[src/rtl/serial_sub_ctrl.sv]
`default_nettype none
// ==========================================================================
// serial_sub_ctrl : bit-serial unsigned subtractor sequencer, LSB first  (rev 1.0)
// ==========================================================================
module serial_sub_ctrl #(
  parameter int WIDTH = 8
) (
  input  logic             clk,
  input  logic             rst,
  input  logic             start_i,
  input  logic [WIDTH-1:0] a_i,
  input  logic [WIDTH-1:0] b_i,
  output logic             busy_o,
  output logic             done_o,
  output logic [WIDTH-1:0] diff_o,
  output logic             borrow_o
);

  localparam int CW = $clog2(WIDTH);
  localparam logic [CW-1:0] C_LAST = CW'(WIDTH - 1);

  typedef enum logic [1:0] {
    IDLE = 2'd0,
    RUN  = 2'd1,
    DONE = 2'd2
  } state_t;

  state_t           state_q, state_d;
  logic [WIDTH-1:0] a_q, a_d;
  logic [WIDTH-1:0] b_q, b_d;
  logic [WIDTH-1:0] res_q, res_d;
  logic [WIDTH-1:0] diff_q, diff_d;
  logic             borrow_q, borrow_d;
  logic             br_q, br_d;
  logic [CW-1:0]    cnt_q, cnt_d;

  // Full subtractor: two half subtractors, borrows ORed together
  logic w_hs_d, w_cell_d, w_cell_bout;
  assign w_hs_d      = a_q[0] ^ b_q[0];
  assign w_cell_d    = w_hs_d ^ br_q;
  assign w_cell_bout = (~a_q[0] & b_q[0]) | (~w_hs_d & br_q);

  always_comb begin
    state_d  = state_q;
    a_d      = a_q;
    b_d      = b_q;
    res_d    = res_q;
    diff_d   = diff_q;
    borrow_d = borrow_q;
    br_d     = br_q;
    cnt_d    = cnt_q;
    case (state_q)
      IDLE: begin
        if (start_i) begin
          state_d = RUN;
          a_d     = a_i;
          b_d     = b_i;
          res_d   = '0;
          br_d    = 1'b0;
          cnt_d   = '0;
        end
      end
      RUN: begin
        a_d   = a_q >> 1;
        b_d   = b_q >> 1;
        res_d = {w_cell_d, res_q[WIDTH-1:1]};
        br_d  = w_cell_bout;
        cnt_d = cnt_q + CW'(1);
        if (cnt_q == C_LAST) begin
          state_d  = DONE;
          diff_d   = {w_cell_d, res_q[WIDTH-1:1]};
          borrow_d = w_cell_bout;
        end
      end
      DONE:    state_d = IDLE;
      default: state_d = IDLE;
    endcase
  end

  always_ff @(posedge clk) begin
    if (rst) begin
      state_q  <= IDLE;
      a_q      <= '0;
      b_q      <= '0;
      res_q    <= '0;
      diff_q   <= '0;
      borrow_q <= 1'b0;
      br_q     <= 1'b0;
      cnt_q    <= '0;
    end else begin
      state_q  <= state_d;
      a_q      <= a_d;
      b_q      <= b_d;
      res_q    <= res_d;
      diff_q   <= diff_d;
      borrow_q <= borrow_d;
      br_q     <= br_d;
      cnt_q    <= cnt_d;
    end
  end

  assign busy_o   = (state_q == RUN);
  assign done_o   = (state_q == DONE);
  assign diff_o   = diff_q;
  assign borrow_o = borrow_q;

endmodule
`default_nettype wire
[config.mk]
export PLATFORM = sky130hd
export DESIGN_NAME = serial_sub_ctrl
export DESIGN_NICKNAME = d
export VERILOG_FILES = /design/src/rtl/serial_sub_ctrl.sv
export SDC_FILE = /design/constraint.sdc
export NUM_CORES = 1
export LEC_CHECK = 0
export BUFFER_PORTS_ARGS = -buffer_cell sky130_fd_sc_hd__buf_2
export CELL_PAD_IN_SITES_DETAIL_PLACEMENT = 2
export CELL_PAD_IN_SITES_GLOBAL_PLACEMENT = 2
export CORE_ASPECT_RATIO = 1.5
export CORE_MARGIN = 8
export CORE_UTILIZATION = 32
export CTS_CLUSTER_DIAMETER = 150
export DETAILED_ROUTE_END_ITERATION = 16
export PLACE_DENSITY = 0.84
export SLEW_MARGIN = 30
export SYNTH_ARGS = -nofsm -noshare
export SYNTH_HDL_FRONTEND = slang
export SYNTH_SLANG_ARGS = --single-unit
[constraint.sdc]
create_clock -name clk -period 1.8 [get_ports clk]
set_input_delay 0.18 -clock clk [delete_from_list [all_inputs] [get_ports clk]]
set_output_delay 0.18 -clock clk [all_outputs]
set_load 0.03 [all_outputs]
# After elaboration in Yosys (flattened, before gate mapping)
# Index checks and enable logic that the tools add are counted.
# classes
n_reduce_logical	5
bitwise_logic	7
n_eq_ne	5
n_addsub	1
n_mux	13
# ops
cell	n
$pmux 8 s2	3
$mux 8	3
$pmux 3 s2	1
$reduce_and 2->1	3
$mux 2	2
$pmux 2 s2	1
$add 3x1->3 const B	1
$eq 3x3->1 const B	1
$mux 3	1
$and 1x1->1	2
$eq 2x1->1 const B	1
$eq 2x2->1 const B	1
$logic_not 2->1	1
$ne 2x1->1 const B	1
$ne 2x2->1 const B	1
$not 1->1	2
$pmux 1 s2	1
$reduce_bool 2->1	1
$xor 1x1->1	2
$mux 1	1
$or 1x1->1	1
# totals
output_inout_bits	11
input_bits	19
register_bits	39
word_cells	39

# Logic depth before layout (Yosys ltp)
# Gate-level depths: netlist of the first run.
# depth
word_depth	5
ltp_mapped	6
ltp_nobuf	5

# Worst setup path after synthesis of the first run
# No wires, ideal clock.
# synth_timing
path_kind	register to register
from	register cnt_q[0]
to	register state_q[0]
period_less_slack_ps	1261
setup_time_ps	130
arrival_ps	1131
setup_slack_ps	539
path_buffers	1
required_ps	1670
path_stages_with_launch	7
path_cell_list	dfxtp_1 -> ha_1 -> ha_1 -> clkbuf_1 -> inv_1 -> mux2i_1 -> nor3_1
# synth_via
elab_chain_cells	3
# synth_rtl
element	line_no	text
from (decl)	35	logic [CW-1:0] cnt_q, cnt_d;
from (signal assigned)	98	cnt_q <= cnt_d;
$eq 3x3->1	69	if (cnt_q == C_LAST) begin
$ne 2x1->1 (no source line)	n/a	
$reduce_and 2->1 (no source line)	n/a	
to (signal assigned)	91	state_q <= state_d;
to (decl)	28	state_t state_q, state_d;
# Every way passes these cells.
# A chain may end at the register's enable or synchronous reset.

# Worst setup path in the final report of the first run
# layout_timing
from	register state_q[1]
to	output port busy_o
# layout_via
elab_chain_cells	1
# layout_rtl
element	line_no	text
$eq 2x1->1	102	assign busy_o = (state_q == RUN);
to (decl)	13	output logic busy_o,
# Every way passes these cells.

==> impl_metrics.json, run 1 <==
{
  "hold_class": "in -> reg",
  "grt_use_met1_pct": 13.0,
  "yosysMostFrequentCell": "dfxtp_1",
  "drt_iter0_markers": 89,
  "seq_area_frac_synth_pct": 48.0,
  "min_period_ps": 1690,
  "synthFlopType": "dfxtp_1",
  "io_pins": 30,
  "synth_cell_types": 26,
  "avgSynthCellArea_sq_um": 9.06,
  "setup_violations": 0,
  "min_to": "a_q[5]",
  "ys_warn_count": 0,
  "status": "finished, final reports clean",
  "pwr_density_cell_nw_per_um2": 894,
  "place_congestion": 0.753,
  "fmax_ghz": 0.593,
  "synth_edf_count": 0,
  "end_kind": "primary output",
  "start_kind": "register",
  "final_core_util_pct": 39.5,
  "path_class": "reg -> out",
  "fillCellCount": 560,
  "syn_nets": 197,
  "grt_setup_unrepaired": "no",
  "ir_drop_v": 0.000364,
  "clock_tree.buffer_depth": 2,
  "path_clk_slew_ps": 80,
  "overflow": 0,
  "cp_slowest_cell": "dfxtp_1",
  "ff2ff_path_depth": 4,
  "ys_async_sr_fraction_pct": 0,
  "r2r_slack_ps": 330,
  "r2r_end": "a_q[1]",
  "syn-cell-area_sq_um": 1590,
  "place_hpwl_mm": 3.27,
  "synth.top_cells.by_count": "dfxtp_1, nor2_1, a21oi_1",
  "core_area_sq_um": 4810,
  "start_util_pct": 33.0,
  "ys_ff_latch": 38,
  "grt_max_degree": 28,
  "grt_use_total_pct": 12.8,
  "drt_wl_total_mm": 4.53,
  "insertion_delay_ps": 290,
  "cts-root-buf": "clkbuf_8",
  "critical_path.max_fanout": 21,
  "cpPeakStageDelay_ps": 580,
  "fin_setup_tns_ps": 0,
  "met3_usage_pct": 4.32,
  "numPortBuffers": 29,
  "place_inst": 265,
  "htreeDepth": 2,
  "crit_arrival_ps": 1510,
  "synth_cells": 175,
  "max_slew_margin_pct": 64.6,
  "n_antenna_cell": 0,
  "grt_busiest_layer": "met2",
  "post_route_cells_drive_above_1_share_pct": 24.6,
  "antenna_left": 0,
  "die-area_sq_um": 7510,
  "path_delay_family": "flip-flops",
  "leakage_nw": 0.798,
  "wire_per_inst_um": 16.6,
  "hold_depth": 3,
  "drt-vias-per-instance": 5.11,
  "dr_total_vias": 1396,
  "first_pass_iters": 4,
  "synthTopCellsByArea": "dfxtp_1, nor2_1, mux2i_1, a21oi_1, a211oi_1",
  "path_depth": 4,
  "tritoncts": "done",
  "cts_buffers": 5,
  "skew_ps": 11.7,
  "hold_start": "a_i[5]",
  "antenna_found_initial": 0,
  "grtUsageMet2_pct": 22.9,
  "grt_first_pass_wirelength_mm": 7.44,
  "cts_hold_buffers": 0,
  "rows": 31,
  "clkSinkCount": 38,
  "yosysTopAreaCell": "dfxtp_1",
  "drv_cap": 0,
  "instances_no_fill": 273,
  "hold_viol_final": 0,
  "cp.buffers_inverters": 3,
  "nets": 228,
  "tightestPinTransition_ps": 531,
  "synth_top_area_share_pct": 48.0,
  "die_w_um": 73.5,
  "die_y_um": 102,
  "path_cells": "nand2b_1 > inv_1 > buf_4 > buf_2",
  "period_share_pct": 93.8,
  "drv_slew": 0,
  "r2r_start": "state_q[1]",
  "critPathRequiredTime_ps": 1620,
  "area_growth_pct": 19.9,
  "drcViolationCount": 0,
  "grt_pass1_vias": 1540
}
[tightest hold or removal path, cell delays in order]
cell      delay [ps]
buf_2            100
mux2i_1          110
a211oi_1          80
[report_power, final]
part           internal [mW]  switching [mW]  total [mW]
registers              0.878          0.0290       0.907
logic                 0.0829           0.107       0.190
clock network          0.309           0.293       0.601
total                   1.27           0.429        1.70
[worst max-delay path by stage]
stage | slack (ps) | endpoint | startpoint
2_1_floorplan | 540 | state_q[0] | cnt_q[0]
3_3_place_gp | 450 | diff_o[1] | cnt_q[0]
3_5_place_dp | 340 | a_q[1] | state_q[1]
4_1_cts | 110 | busy_o | state_q[0]
5_1_grt | 20 | busy_o | state_q[1]
6_report | 110 | busy_o | state_q[1]
[stage by stage]
step / power [mW] / instance area [sq um] / hold slack, ps / setup WS, ps
floorplan: 1.05 / 1590 / 414 / 539
global placement: 1.11 / 1810 / 443 / 450
detailed placement: 1.12 / 1810 / 449 / 337
CTS: 1.72 / 1900 / 221 / 108
global route: 1.78 / 1900 / 233 / 21.8
finish: 1.70 / 1900 / 221 / 112
[layout make-up]
class                   count  area, sq um  area share (%)
flip-flops and latches     38          762            40.1
well taps                  66         82.6            4.34
inverters                   7         26.3            1.38
clock inverters             1         5.00           0.263
repair buffers             37          205            10.8
multi-input cells         117          733            38.6
clock buffers               7         86.3            4.54
[logic make-up (layout without fill, tap and decap cells)]
family          count (synthesis)  in the layout  share of synthesized area, %
simple gates                   54             54                          15.3
compound gates                 49             49                          21.2
flops                          38             38                          48.0
buf+inv                        20             52                          5.76
mux                            11             11                          6.95
fa+ha+maj                       3              3                          2.84
[timing repair]
item / CTS / global route
resized for setup: 0 / 1
setup buffers: 0 / 0
setup endpoints to repair: 0 / 1
[registers in the layout, indices dropped and copies added (netlist names)]
name / flops
state_q: 2
diff_o: 8
a_q: 8
br_q: 1
cnt_q: 3
b_q: 8
borrow_o: 1
res_q: 7
[routing by layer]
metal	share of wire, %	routed length, um
met5	0	0
met4	1.6	72
met3	5.3	240
met2	52	2370
met1	41	1840
[cell usage in the layout, fill, tap and decap left out, drive strengths merged, types with 2 or more instances in the layout]
master	netlist	routed
nand3	8	8
clkbuf	5	7
or3b	2	2
inv	7	7
a22oi	9	9
buf	8	37
o221a	4	4
a21oi	19	19
dfxtp	38	38
a211oi	11	11
nor2	31	31
nand2b	2	2
mux2i	11	11
o21ai	2	2
ha	2	2
nand2	8	8
(Power assumes the default switching activity.)
==> inputs of run 2 (changes only) <==
--- a/config.mk
+++ b/config.mk
@@ -8,7 +8,7 @@
 export BUFFER_PORTS_ARGS = -buffer_cell sky130_fd_sc_hd__buf_2
 export CELL_PAD_IN_SITES_DETAIL_PLACEMENT = 2
 export CELL_PAD_IN_SITES_GLOBAL_PLACEMENT = 2
-export CORE_ASPECT_RATIO = 1.5
+export CORE_ASPECT_RATIO = 0.7
 export CORE_MARGIN = 8
 export CORE_UTILIZATION = 32
 export CTS_CLUSTER_DIAMETER = 150
==> constraint.sdc (replaced) <==
create_clock -name clk -period 1.8 [get_ports clk]
set_input_delay 0.54 -clock clk [delete_from_list [all_inputs] [get_ports clk]]
set_output_delay 0.54 -clock clk [all_outputs]
set_load 0.03 [all_outputs]
==> run 2 against run 1 <==
Via count grew 1.0%. Register-to-register slack is essentially flat. Final area grew 4.4%. First-iteration DRC count shrank 2.2%. Combinational power grew 4%. Cell count grew 2.2%. Sequential cell count is the same. Sequential share of layout area shrank 1.7 points. Fmax shrank 0.57%. Routed wire length grew 11%. Count of clock-buffer cells in the layout shrank 1. Clock skew shrank 3.1 ps.
==> impl_metrics.json, run 2 (synthesis results as in run 1) <==
{
  "status": "finished, final reports clean",
  "critical_path.max_fanout": 8,
  "start_kind": "register",
  "drcViolationCount": 0,
  "grt_setup_unrepaired": "no",
  "leakage_nw": 0.837,
  "pre_cts_ws_ps": 131,
  "skew_ps": 8.68,
  "final_core_util_pct": 41.5,
  "hold_class": "reg -> reg",
  "path_class": "reg -> out",
  "max_slew_margin_pct": 48.0,
  "crit_arrival_ps": 1160,
  "layout_common_cells": "dfxtp_1, nor2_1, buf_2",
  "htreeDepth": 2,
  "die_w_um": 100,
  "drv_cap": 0,
  "ir_drop_v": 0.000412,
  "drv_slew": 0,
  "overflow": 0,
  "end_kind": "primary output",
  "grt_first_pass_wirelength_mm": 8.36,
  "power_mw": 2.02,
  "cts-root-buf": "clkbuf_8",
  "dr_total_vias": 1410,
  "clock_tree.buffer_depth": 2,
  "instances_no_fill": 279,
  "wire_per_inst_um": 17.9,
  "fillCellCount": 543,
  "nets": 231,
  "post_route_cells_drive_above_1_share_pct": 26.2,
  "rows": 21,
  "tritoncts": "done",
  "cts_buffers": 5,
  "hold_viol_final": 0,
  "place_hpwl_mm": 3.27,
  "antenna_left": 0,
  "period_share_pct": 94.3,
  "r2r_start": "cnt_q[0]",
  "pwr_density_cell_nw_per_um2": 1020,
  "place_inst": 271,
  "place_area_sq_um": 1830,
  "numPortBuffers": 29,
  "die_y_um": 74.9,
  "drt_iter0_markers": 87,
  "drt_wl_total_mm": 5.01,
  "tightestPinTransition_ps": 779,
  "grt_max_degree": 22,
  "core_area_sq_um": 4780,
  "clkSinkCount": 38,
  "grt_use_total_pct": 14.6,
  "path_clk_slew_ps": 80,
  "start_util_pct": 33.2,
  "antenna_found_initial": 0,
  "fmax_ghz": 0.589,
  "place_congestion": 0.731,
  "grt_pass1_vias": 1574,
  "io_pins": 30,
  "n_antenna_cell": 0,
  "setup_violations": 0,
  "first_pass_iters": 4,
  "worst_slack_ps": 103,
  "final_common_cell": "dfxtp_1",
  "fin_setup_tns_ps": 0,
  "area_growth_pct": 25.2,
  "min_period_ps": 1700,
  "insertion_delay_ps": 300,
  "hold_start": "diff_o[5]",
  "drt-vias-per-instance": 5.05,
  "die-area_sq_um": 7500,
  "hold_slack_ps": 456,
  "critPathRequiredTime_ps": 1260,
  "design_area_sq_um": 1980,
  "crit_start": "state_q[0]"
}
run 2: cell count changes in the layout (fill, tap and decap cells not counted):
cell	previous run	this run
buf_4	8	11
clkinv_2	1	0
buf_2	29	28
bufinv_16	0	2
buf_6	0	1
clkbuf_1	1	0
run 2: final cells by class:
| cell class | instances | area [sq um] | share of cell area [%] |
|---|---|---|---|
| flip-flops and latches | 38 | 762 | 38.4 |
| multi-input cells | 117 | 733 | 36.9 |
| repair buffers | 40 | 234 | 11.8 |
| well taps | 69 | 86.3 | 4.35 |
| clock buffers | 6 | 82.6 | 4.16 |
| clock inverters | 2 | 60.1 | 3.03 |
| inverters | 7 | 26.3 | 1.32 |
run 2: worst paths after layout:
| kind | endpoint | slack, ps | depth (start not counted) |
|---|---|---|---|
| min reg2reg | diff_o[5] | 460 | 2 |
| min | diff_o[5] | 460 | 2 |
| max | busy_o | 100 | 3 |
| max reg2reg | diff_o[4] | 340 | 5 |
run 2: power breakdown:
| part | internal (mW) | switching (mW) |
|---|---|---|
| Clock | 0.591 | 0.322 |
| Sequential | 0.878 | 0.0294 |
| Combinational | 0.0856 | 0.113 |
run 2: worst max-delay path, stage by stage, from the launching register on:
cell,delay (ps)
dfxtp_2,440
nand2b_1,120
inv_1,100
buf_2,210
run 2: timing repair:
action,in CTS,in global routing
resized for setup,1,3
setup buffers,0,0
hold buffers,0,0
setup endpoints to repair,1,1
run 2: layer usage:
layer	GRT usage [%]	vias up	share of wire, %
met1	18.0	699	47
met2	24.1	23	48
met5	0	-	0
met3	3.69	7	3.3
met4	6.00	0	1.6
li1	-	681	-
